[src/rtl/cache_bus_arbiter.sv]
// 2:1 arbiter sharing one sram-like memory bus between the I-cache and D-cache miss ports.
// Define CACHE_ARB_RR_EN for round-robin arbitration; the default build uses fixed data-over-inst priority.
module cache_bus_arbiter #(
  parameter int ADDR_WIDTH = 32,
  parameter int DATA_WIDTH = 32
) (
  input  logic                  clk,
  input  logic                  rst,
  input  logic                  inst_req,
  input  logic                  inst_wr,
  input  logic [1:0]            inst_size,
  input  logic [ADDR_WIDTH-1:0] inst_addr,
  input  logic [DATA_WIDTH-1:0] inst_wdata,
  output logic [DATA_WIDTH-1:0] inst_rdata,
  output logic                  inst_addr_ok,
  output logic                  inst_data_ok,
  input  logic                  data_req,
  input  logic                  data_wr,
  input  logic [1:0]            data_size,
  input  logic [ADDR_WIDTH-1:0] data_addr,
  input  logic [DATA_WIDTH-1:0] data_wdata,
  output logic [DATA_WIDTH-1:0] data_rdata,
  output logic                  data_addr_ok,
  output logic                  data_data_ok,
  output logic                  mem_req,
  output logic                  mem_wr,
  output logic [1:0]            mem_size,
  output logic [ADDR_WIDTH-1:0] mem_addr,
  output logic [DATA_WIDTH-1:0] mem_wdata,
  input  logic [DATA_WIDTH-1:0] mem_rdata,
  input  logic                  mem_addr_ok,
  input  logic                  mem_data_ok
);

  typedef enum logic [1:0] {IDLE, ADDR, DATA} state_t;

  state_t state;
  logic   gnt;
  logic   last_gnt;
  logic   pick;
  logic   busy;
  logic   addr_hs;
  logic   done;
  logic   route_rdata;

  // Winner of the IDLE arbitration; 1 selects the data cache.
  always_comb begin
    pick = last_gnt;
`ifdef CACHE_ARB_RR_EN
    if (data_req && inst_req)
      pick = ~last_gnt;
    else if (data_req || inst_req)
      pick = data_req;
`else
    if (data_req)
      pick = 1'b1;
    else if (inst_req)
      pick = 1'b0;
`endif
  end

  always_ff @(posedge clk) begin
    if (rst) begin
      state    <= IDLE;
      gnt      <= 1'b0;
      last_gnt <= 1'b0;
    end else begin
      case (state)
        IDLE: begin
          if (data_req || inst_req) begin
            gnt   <= pick;
            state <= ADDR;
          end
        end
        ADDR: begin
          if (mem_addr_ok && mem_data_ok) begin
            last_gnt <= gnt;
            state    <= IDLE;
          end else if (mem_addr_ok) begin
            state <= DATA;
          end
        end
        DATA: begin
          if (mem_data_ok) begin
            last_gnt <= gnt;
            state    <= IDLE;
          end
        end
        default: state <= IDLE;
      endcase
    end
  end

  // Bus payload follows the grant while a transaction is open and is zero when idle.
  always_comb begin
    busy      = (state != IDLE);
    mem_req   = (state == ADDR);
    mem_wr    = 1'b0;
    mem_size  = '0;
    mem_addr  = '0;
    mem_wdata = '0;
    if (busy) begin
      mem_wr    = gnt ? data_wr    : inst_wr;
      mem_size  = gnt ? data_size  : inst_size;
      mem_addr  = gnt ? data_addr  : inst_addr;
      mem_wdata = gnt ? data_wdata : inst_wdata;
    end
  end

  // Handshakes pass straight through to the granted cache only; the other side stays zero.
  always_comb begin
    addr_hs      = (state == ADDR) && mem_addr_ok;
    done         = ((state == ADDR) && mem_addr_ok && mem_data_ok) ||
                   ((state == DATA) && mem_data_ok);
    route_rdata  = (state == DATA) || done;
    inst_addr_ok = addr_hs && !gnt;
    data_addr_ok = addr_hs && gnt;
    inst_data_ok = done && !gnt;
    data_data_ok = done && gnt;
    inst_rdata   = (route_rdata && !gnt) ? mem_rdata : '0;
    data_rdata   = (route_rdata && gnt)  ? mem_rdata : '0;
  end

endmodule

[config.mk]
export PLATFORM = sky130hd
export DESIGN_NAME = cache_bus_arbiter
export DESIGN_NICKNAME = d
export VERILOG_FILES = /design/src/rtl/cache_bus_arbiter.sv
export SDC_FILE = /design/constraint.sdc
export NUM_CORES = 1
export LEC_CHECK = 0
export BUFFER_PORTS_ARGS = -buffer_cell sky130_fd_sc_hd__clkbuf_2
export CAP_MARGIN = 20
export CORE_AREA = 2 2 118 120
export DETAILED_ROUTE_END_ITERATION = 10
export DIE_AREA = 0 0 120 122
export GPL_ROUTABILITY_DRIVEN = 0
export HOLD_SLACK_MARGIN = 0.03
export PLACE_DENSITY_LB_ADDON = 0.1
export SETUP_SLACK_MARGIN = 0.1
export SLEW_MARGIN = 10
export SYNTH_ARGS = -nofsm -noshare
export SYNTH_HDL_FRONTEND = slang
export SYNTH_SLANG_ARGS = --single-unit
[constraint.sdc]
create_clock -name clk -period 1.1 [get_ports clk]
set_input_delay 0.11 -clock clk [delete_from_list [all_inputs] [get_ports clk]]
set_output_delay 0.11 -clock clk [all_outputs]
set_load 0.02 [all_outputs]
=== Word level (Yosys, flattened, before mapping) ===
Cells that the tools add are included.

* Eq/ne operators: 6
* Muxes and demuxes: 20
* Reduce and logical (&&, ||, !) cells: 20

{| class="wikitable"
|+ Operators by type and width
! operator !! number
|-
| $mux 32 || 6
|-
| $mux 2 || 6
|-
| $logic_and 1x1->1 || 10
|-
| $mux 1 || 6
|-
| $pmux 2 s3 || 1
|-
| $reduce_and 3->1 || 2
|-
| $ne 2x2->1 const B || 2
|-
| $reduce_bool 2->1 || 2
|-
| $logic_or 1x1->1 || 3
|-
| $ne 3x1->1 const B || 1
|-
| $eq 2x1->1 const B || 1
|-
| $eq 2x2->1 const B || 1
|-
| $logic_not 2->1 || 1
|-
| $ne 2x1->1 const B || 1
|-
| $pmux 1 s2 || 1
|-
| $reduce_and 2->1 || 1
|-
| $logic_not 1->1 || 1
|}

* Bits in registers: 4
* Input bits: 172
* Output and inout port bits: 136
* Word-level logic and storage cells: 49

=== Depth between registers and ports, before layout ===
Gate-level depths: netlist of the first run.

* Depth in word-level cells: 7
* Depth in mapped cells: 5
* Mapped depth without buffers: 3

=== Worst setup path after synthesis of the first run ===
Ideal clock, no wire load.

* Kind: register to output
* Start: register gnt
* End: output data_data_ok
* Cell stages (with the launch flop): 4
* Arrival: 1.300 ns
* Setup slack: -0.310 ns
* Path buffers: 2
* Data required time: 0.990 ns
* Path through: dfxtp_1 -> buf_2 -> buf_1 -> a21boi_0

* Longest elaborated chain between the ends: 1

{| class="wikitable"
|+ RTL lines
! element !! line !! source
|-
| start: declaration || 38 || <nowiki>logic gnt;</nowiki>
|-
| start signal: assignment || 71 || <nowiki>gnt <= pick;</nowiki>
|-
| $logic_and 1x1->1 || 119 || <nowiki>data_data_ok = done && gnt;</nowiki>
|-
| end: declaration || 24 || <nowiki>output logic data_data_ok,</nowiki>
|}

No other way between the ends.

=== Worst setup path after layout of the first run ===
* Start: register state[1]
* End: output inst_rdata[0]

* Longest elaborated chain between the ends: 7
* Elaborated cells between the ends (all ways): 9
* Those cells by class: eq/ne: 2; mux: 1; reduce/logical: 6

{| class="wikitable"
|+ RTL lines
! element !! line !! source
|-
| start: declaration || 37 || <nowiki>state_t state;</nowiki>
|-
| start signal: assignment || 64 || <nowiki>state <= IDLE;</nowiki>
|-
| start signal: assignment || 72 || <nowiki>state <= ADDR;</nowiki>
|-
| start signal: assignment || 78 || <nowiki>state <= IDLE;</nowiki>
|-
| $eq 2x1->1 || 113 || <nowiki>done = ((state == ADDR) && mem_addr_ok && mem_data_ok) ||</nowiki>
|-
| $logic_and 1x1->1 (2 in a row) || 113 ||
|-
| $logic_or 1x1->1 || 113 ||
|-
| $logic_or 1x1->1 * || 115 || <nowiki>route_rdata = (state == DATA) || done;</nowiki>
|-
| $logic_and 1x1->1 * || 120 || <nowiki>inst_rdata = (route_rdata && !gnt) ? mem_rdata : '0;</nowiki>
|-
| $mux 32 * || 120 ||
|-
| end: declaration || 14 || <nowiki>output logic [DATA_WIDTH-1:0] inst_rdata,</nowiki>
|}

Mark *: on every way between the ends. The rest lies on a longest branch, timed or not.

==> impl_metrics.py, run 1 <==
metrics = {
    "synthesis": {
        "syn_area_per_cell_um2": 6.77,
        "ys.flop_type": "dfxtp_1",
        "synth_edf_count": 0,
        "synth_cell_types": 22,
        "syn_inst": 244,
        "syn_area_um2": 1650,
        "async_flop_share_pct": 0,
        "yosysWarnings": 0,
        "ys_seq_area_share_pct": 3.64,
        "syn_nets": 416,
        "synth_seq_cells": 3,
    },
    "clock_tree": {
        "clk_latency_ns": 0.22,
        "clock-sinks": 3,
        "hold_buffers": 0,
        "cts_tree": "yes",
        "cts-root-buf": "clkbuf_16",
        "clk_pin_slew_worst_paths_ns": 0.03,
        "clockBufferDepth": 2,
        "cts_buffers": 3,
        "h-tree-depth": 1,
    },
    "global_routing": {
        "busiest_layer": "met2",
        "antenna_found_initial": 0,
        "grtUsageMet3_pct": 2.62,
        "grt_overflow": 0,
        "grt_pass1_vias": 3000,
        "grt_first_pass_wirelength_um": 14800,
        "grt_use_met2_pct": 24.9,
        "grtUsageTotal_pct": 12.2,
        "grt_start_max_net_pins": 33,
        "grtUsageMet1_pct": 13.2,
    },
    "layout": {
        "seq_area_um2": 71.3,
        "final_cell_mix": "176 x clkbuf_2, 71 x buf_6, 54 x mux2i_1",
        "finish.net_count": 756,
        "multi_input_area_um2": 2250,
        "final_common_cell": "clkbuf_2",
        "syn_to_final_growth_pct": 261,
        "drive_gt1_share_pct": 89.5,
        "fillers": 1298,
        "num_antenna_cells": 0,
    },
    "run_status": {
        "status": "finished with violations",
        "violations": "negative setup slack",
    },
    "timing": {
        "grt_setup_unrepaired": "yes",
        "drv_slew": 0,
        "tns_ns": -57.60,
        "timing.fmax_mhz": 636,
        "fin_skew_ns": 0.00105,
        "worst_pin_slew_ns": 0.285,
        "finalHoldViolCount": 0,
        "fin_crit_sh_pct": 143,
        "relSlewSlack_pct": 80.5,
        "setup_violations": 137,
        "whs_ns": 0.113,
        "period_needed_ns": 1.57,
        "finalWorstSetupSlack_ns": -0.473,
    },
    "flow_run": {
        "max_cap_violations": 0,
    },
    "drt": {
        "antenna_left": 0,
        "drt-initial-drc-count": 33,
        "dr.pass1.iters": 4,
        "vias": 3157,
        "via_per_inst": 4.14,
        "wirelength_um": 11600,
        "avgRoutedWirePerCell_um": 15.3,
        "post-route-drc-count": 0,
    },
    "worst_setup_path": {
        "reg2reg_from": "state[0]",
        "cp.required_ns": 0.99,
        "startpoint": "state[1]",
        "startpoint_type": "flip-flop",
        "path_cells": "nand4b_4, a21oi_4, buf_12, and2_2, clkbuf_8",
        "crit_arrival_ns": 1.46,
        "crit_path_max_incr_delay_ns": 0.34,
        "cp_slowest_cell": "dfxtp_4",
        "r2r_slack_ns": -0.16,
        "worstPathMaxFanout": 32,
        "path_class": "reg -> out",
        "worstSetupEndpointType": "output pin",
    },
    "floorplan": {
        "die_w_um": 120,
        "initial_core_util_pct": 12.2,
        "die-area_um2": 14600,
        "die_height_um": 122,
        "ios": 308,
        "coreArea_um2": 13500,
        "core.rowCount": 43,
    },
    "power_and_ir_drop": {
        "p_per_area_nw_per_um2": 626,
        "p_leak_uw": 0.00280,
        "ir_worst_vdd_mv": 0.488,
    },
    "placed_design": {
        "port_buffers": 307,
        "hpwl_um": 7980,
    },
    "hold_path": {
        "hp-class": "in -> reg",
        "worstHoldStart": "rst",
    },
}
Yosys cell counts, types with 2 or more instances:
| cell | instances | share of area, % |
|---|---|---|
| nor2_1 | 69 | 16 |
| mux2i_1 | 67 | 41 |
| and3_1 | 33 | 13 |
| and2_1 | 32 | 12 |
| buf_2 | 10 | 3.0 |
| clkbuf_1 | 7 | 1.6 |
| buf_4 | 4 | 1.8 |
| buf_6 | 3 | 2.0 |
| dfxtp_1 | 3 | 3.6 |
| nand2_1 | 3 | 0.68 |
| a21oi_1 | 2 | 0.61 |
critical path, delay by kind of cell (launching register included):
kind / cells / cell delay (ns)
buf+inv: 2 / 0.33
flops: 1 / 0.34
simple gates: 2 / 0.39
compound gates: 1 / 0.17
power breakdown:
part / switching (uW) / total [uW] / internal [uW]
Clock: 92.5 / 570 / 478
Combinational: 1430 / 3030 / 1600
Sequential: 12.9 / 129 / 116
cells by family after synthesis:
family | count (synthesis) | share of synthesized area, %
AO/OA/AOI/OAI | 7 | 3.64
multiplexers | 67 | 40.6
AND/OR/NAND/NOR | 142 | 43.4
flip-flops | 3 | 3.64
buffers and inverters | 25 | 8.71
cell type report:
class	instances	share of cell area [%]
multi-input combinational	216	37.8
clock buffer	4	1.32
sequential	3	1.20
tap	180	3.78
timing repair buffer	360	55.9
per-stage QoR:
| stage | std cells | setup WS (ns) | instance area (um^2) | util (%) | total power [uW] |
|---|---|---|---|---|---|
| 2_1_floorplan | 244 | -0.0973 | 2230 | - | 1390 |
| 3_3_place_gp | 743 | -0.223 | 4200 | 31.1 | 2260 |
| 3_5_place_dp | 743 | -0.259 | 4200 | 31.1 | 2270 |
| 4_1_cts | 747 | -0.474 | 4860 | 36.0 | 2970 |
| 5_1_grt | 763 | -0.550 | 5960 | 44.1 | 3950 |
| 6_report | 763 | -0.473 | 5960 | 44.1 | 3730 |
flip-flops by register name (all words and copies together), names as in the netlist:
name   flops
gnt        1
state      2
repair_timing:
item                                   CTS  global route
pin swaps                                3            60
endpoints found under the hold margin    0             0
setup buffers                            0             5
setup endpoints to repair              138           139
gates cloned                             0            11
gates resized for setup                109           308
routing by layer:
| metal | part of all wire (%) | vias up |
|---|---|---|
| li1 | - | 1520 |
| met1 | 34 | 1443 |
| met2 | 57 | 188 |
| met3 | 8.6 | 6 |
| met4 | 0.51 | 0 |
| met5 | 0 | - |
final timing paths:
| path | end | cells after the start |
|---|---|---|
| setup / recovery | inst_rdata[0] | 5 |
| setup reg to reg | gnt | 6 |
| hold reg to reg | state[0] | 2 |
| hold / removal | gnt | 2 |
(Power assumes the default switching activity.)
==> run 2, diff against run 1 <==
- SKIP_CTS_REPAIR_TIMING: not set -> 1
==> impl_metrics.py, run 2 (synthesis gave the netlist of run 1 again) <==
metrics = {
    "clock_tree": {
        "cts-root-buf": "clkbuf_16",
        "clk_latency_ns": 0.22,
        "cts_tree": "yes",
        "clockBufferDepth": 2,
        "h-tree-depth": 1,
        "clock-sinks": 3,
        "clk_pin_slew_worst_paths_ns": 0.03,
        "cts_buffers": 3,
    },
    "floorplan": {
        "coreArea_um2": 13500,
        "ios": 308,
        "die-area_um2": 14600,
        "die_height_um": 122,
        "die_w_um": 120,
        "initial_core_util_pct": 12.2,
        "core.rowCount": 43,
    },
    "worst_setup_path": {
        "startpoint_type": "flip-flop",
        "worstSetupEndpointType": "output pin",
        "crit_arrival_ns": 1.46,
        "worstPathMaxFanout": 6,
        "path_class": "reg -> out",
        "cp.required_ns": 0.99,
    },
    "drt": {
        "via_per_inst": 4.08,
        "avgRoutedWirePerCell_um": 14.6,
        "post-route-drc-count": 0,
        "dr.pass1.iters": 3,
        "wirelength_um": 11200,
        "vias": 3124,
        "drt-initial-drc-count": 45,
        "antenna_left": 0,
    },
    "global_routing": {
        "grt_pass1_vias": 2786,
        "grt_overflow": 0,
        "grt_first_pass_wirelength_um": 13600,
        "grtUsageTotal_pct": 11.2,
        "grt_start_max_net_pins": 33,
        "antenna_found_initial": 0,
    },
    "run_status": {
        "violations": "negative setup slack",
        "status": "finished with violations",
    },
    "layout": {
        "largest_register_ffs": 2,
        "finish.utilization_pct": 42.1,
        "finish.net_count": 758,
        "final_area_um2": 5680,
        "final_common_cell": "clkbuf_2",
        "num_antenna_cells": 0,
        "regMostFlops": "state",
        "seq_area_um2": 71.3,
        "syn_to_final_growth_pct": 244,
        "drive_gt1_share_pct": 89.2,
        "multi_input_area_um2": 2210,
        "fillers": 1312,
        "final_cell_mix": "180 x clkbuf_2, 107 x buf_6, 54 x mux2i_1",
        "reg.largest.list": "state x2, gnt x1",
    },
    "placed_design": {
        "hpwl_um": 7980,
        "place_area_um2": 4200,
        "port_buffers": 307,
    },
    "timing": {
        "worst_pin_slew_ns": 0.284,
        "grt_setup_unrepaired": "yes",
        "relSlewSlack_pct": 80.5,
        "period_needed_ns": 1.57,
        "drv_slew": 0,
        "setup_violations": 137,
        "timing.fmax_mhz": 636,
        "finalWorstSetupSlack_ns": -0.473,
        "fin_crit_sh_pct": 143,
        "finalHoldViolCount": 0,
        "fin_skew_ns": 0.00100,
    },
    "hold_path": {
        "hp-class": "in -> reg",
    },
    "power_and_ir_drop": {
        "total_power_uw": 3670,
        "ir_worst_vdd_mv": 0.479,
        "p_per_area_nw_per_um2": 646,
        "p_leak_uw": 0.00274,
    },
    "flow_run": {
        "max_cap_violations": 0,
    },
}
## run 2: where the power goes
part / leakage (uW) / internal, uW / switching (uW)
Clock: 0.0000382 / 478 / 92.6
Sequential: 0.0000267 / 116 / 15.8
Combinational: 0.00267 / 1570 / 1400
Total: 0.00274 / 2160 / 1510
## run 2: critical path, stage by stage, from the launching register on
cell	delay, ns
dfxtp_4	0.36
buf_6	0.12
nor2_4	0.20
buf_12	0.18
clkbuf_16	0.17
nor2_4	0.04
clkbuf_2	0.16
## run 2: layer usage
metal / track usage, % / vias to the layer above / part of all wire, %
met5: 0 / - / 0
met4: 1.10 / 0 / 0.24
met3: 2.67 / 4 / 9.0
met2: 22.3 / 182 / 56
met1: 12.2 / 1418 / 35
li1: - / 1520 / -
## run 2: final timing paths
kind	start	endpoint	slack, ns	depth (start not counted)
worst min-delay path	rst	state[1]	0.11	2
worst min register to register	state[1]	state[0]	0.56	2
worst max register to register	state[0]	gnt	-0.16	6
worst max-delay path	state[0]	mem_addr[26]	-0.47	6
## run 2: layout make-up
class                      count  share of cell area, %
clock buffer                   4                   1.39
multi-input combinational    216                   39.0
sequential                     3                   1.26
timing repair buffer         362                   54.4
tap                          180                   3.97
## run 2: metrics by stage
stage               instances  hold slack, ns  setup WS, ns  setup TNS, ns
global placement          743           0.321        -0.223         -22.73
floorplan                 244           0.172       -0.0973          -5.28
detailed placement        743           0.317        -0.259         -25.60
global route              765           0.120        -0.543         -66.78
finish                    765           0.112        -0.473         -56.52
CTS                       747          0.0870        -0.494         -57.70
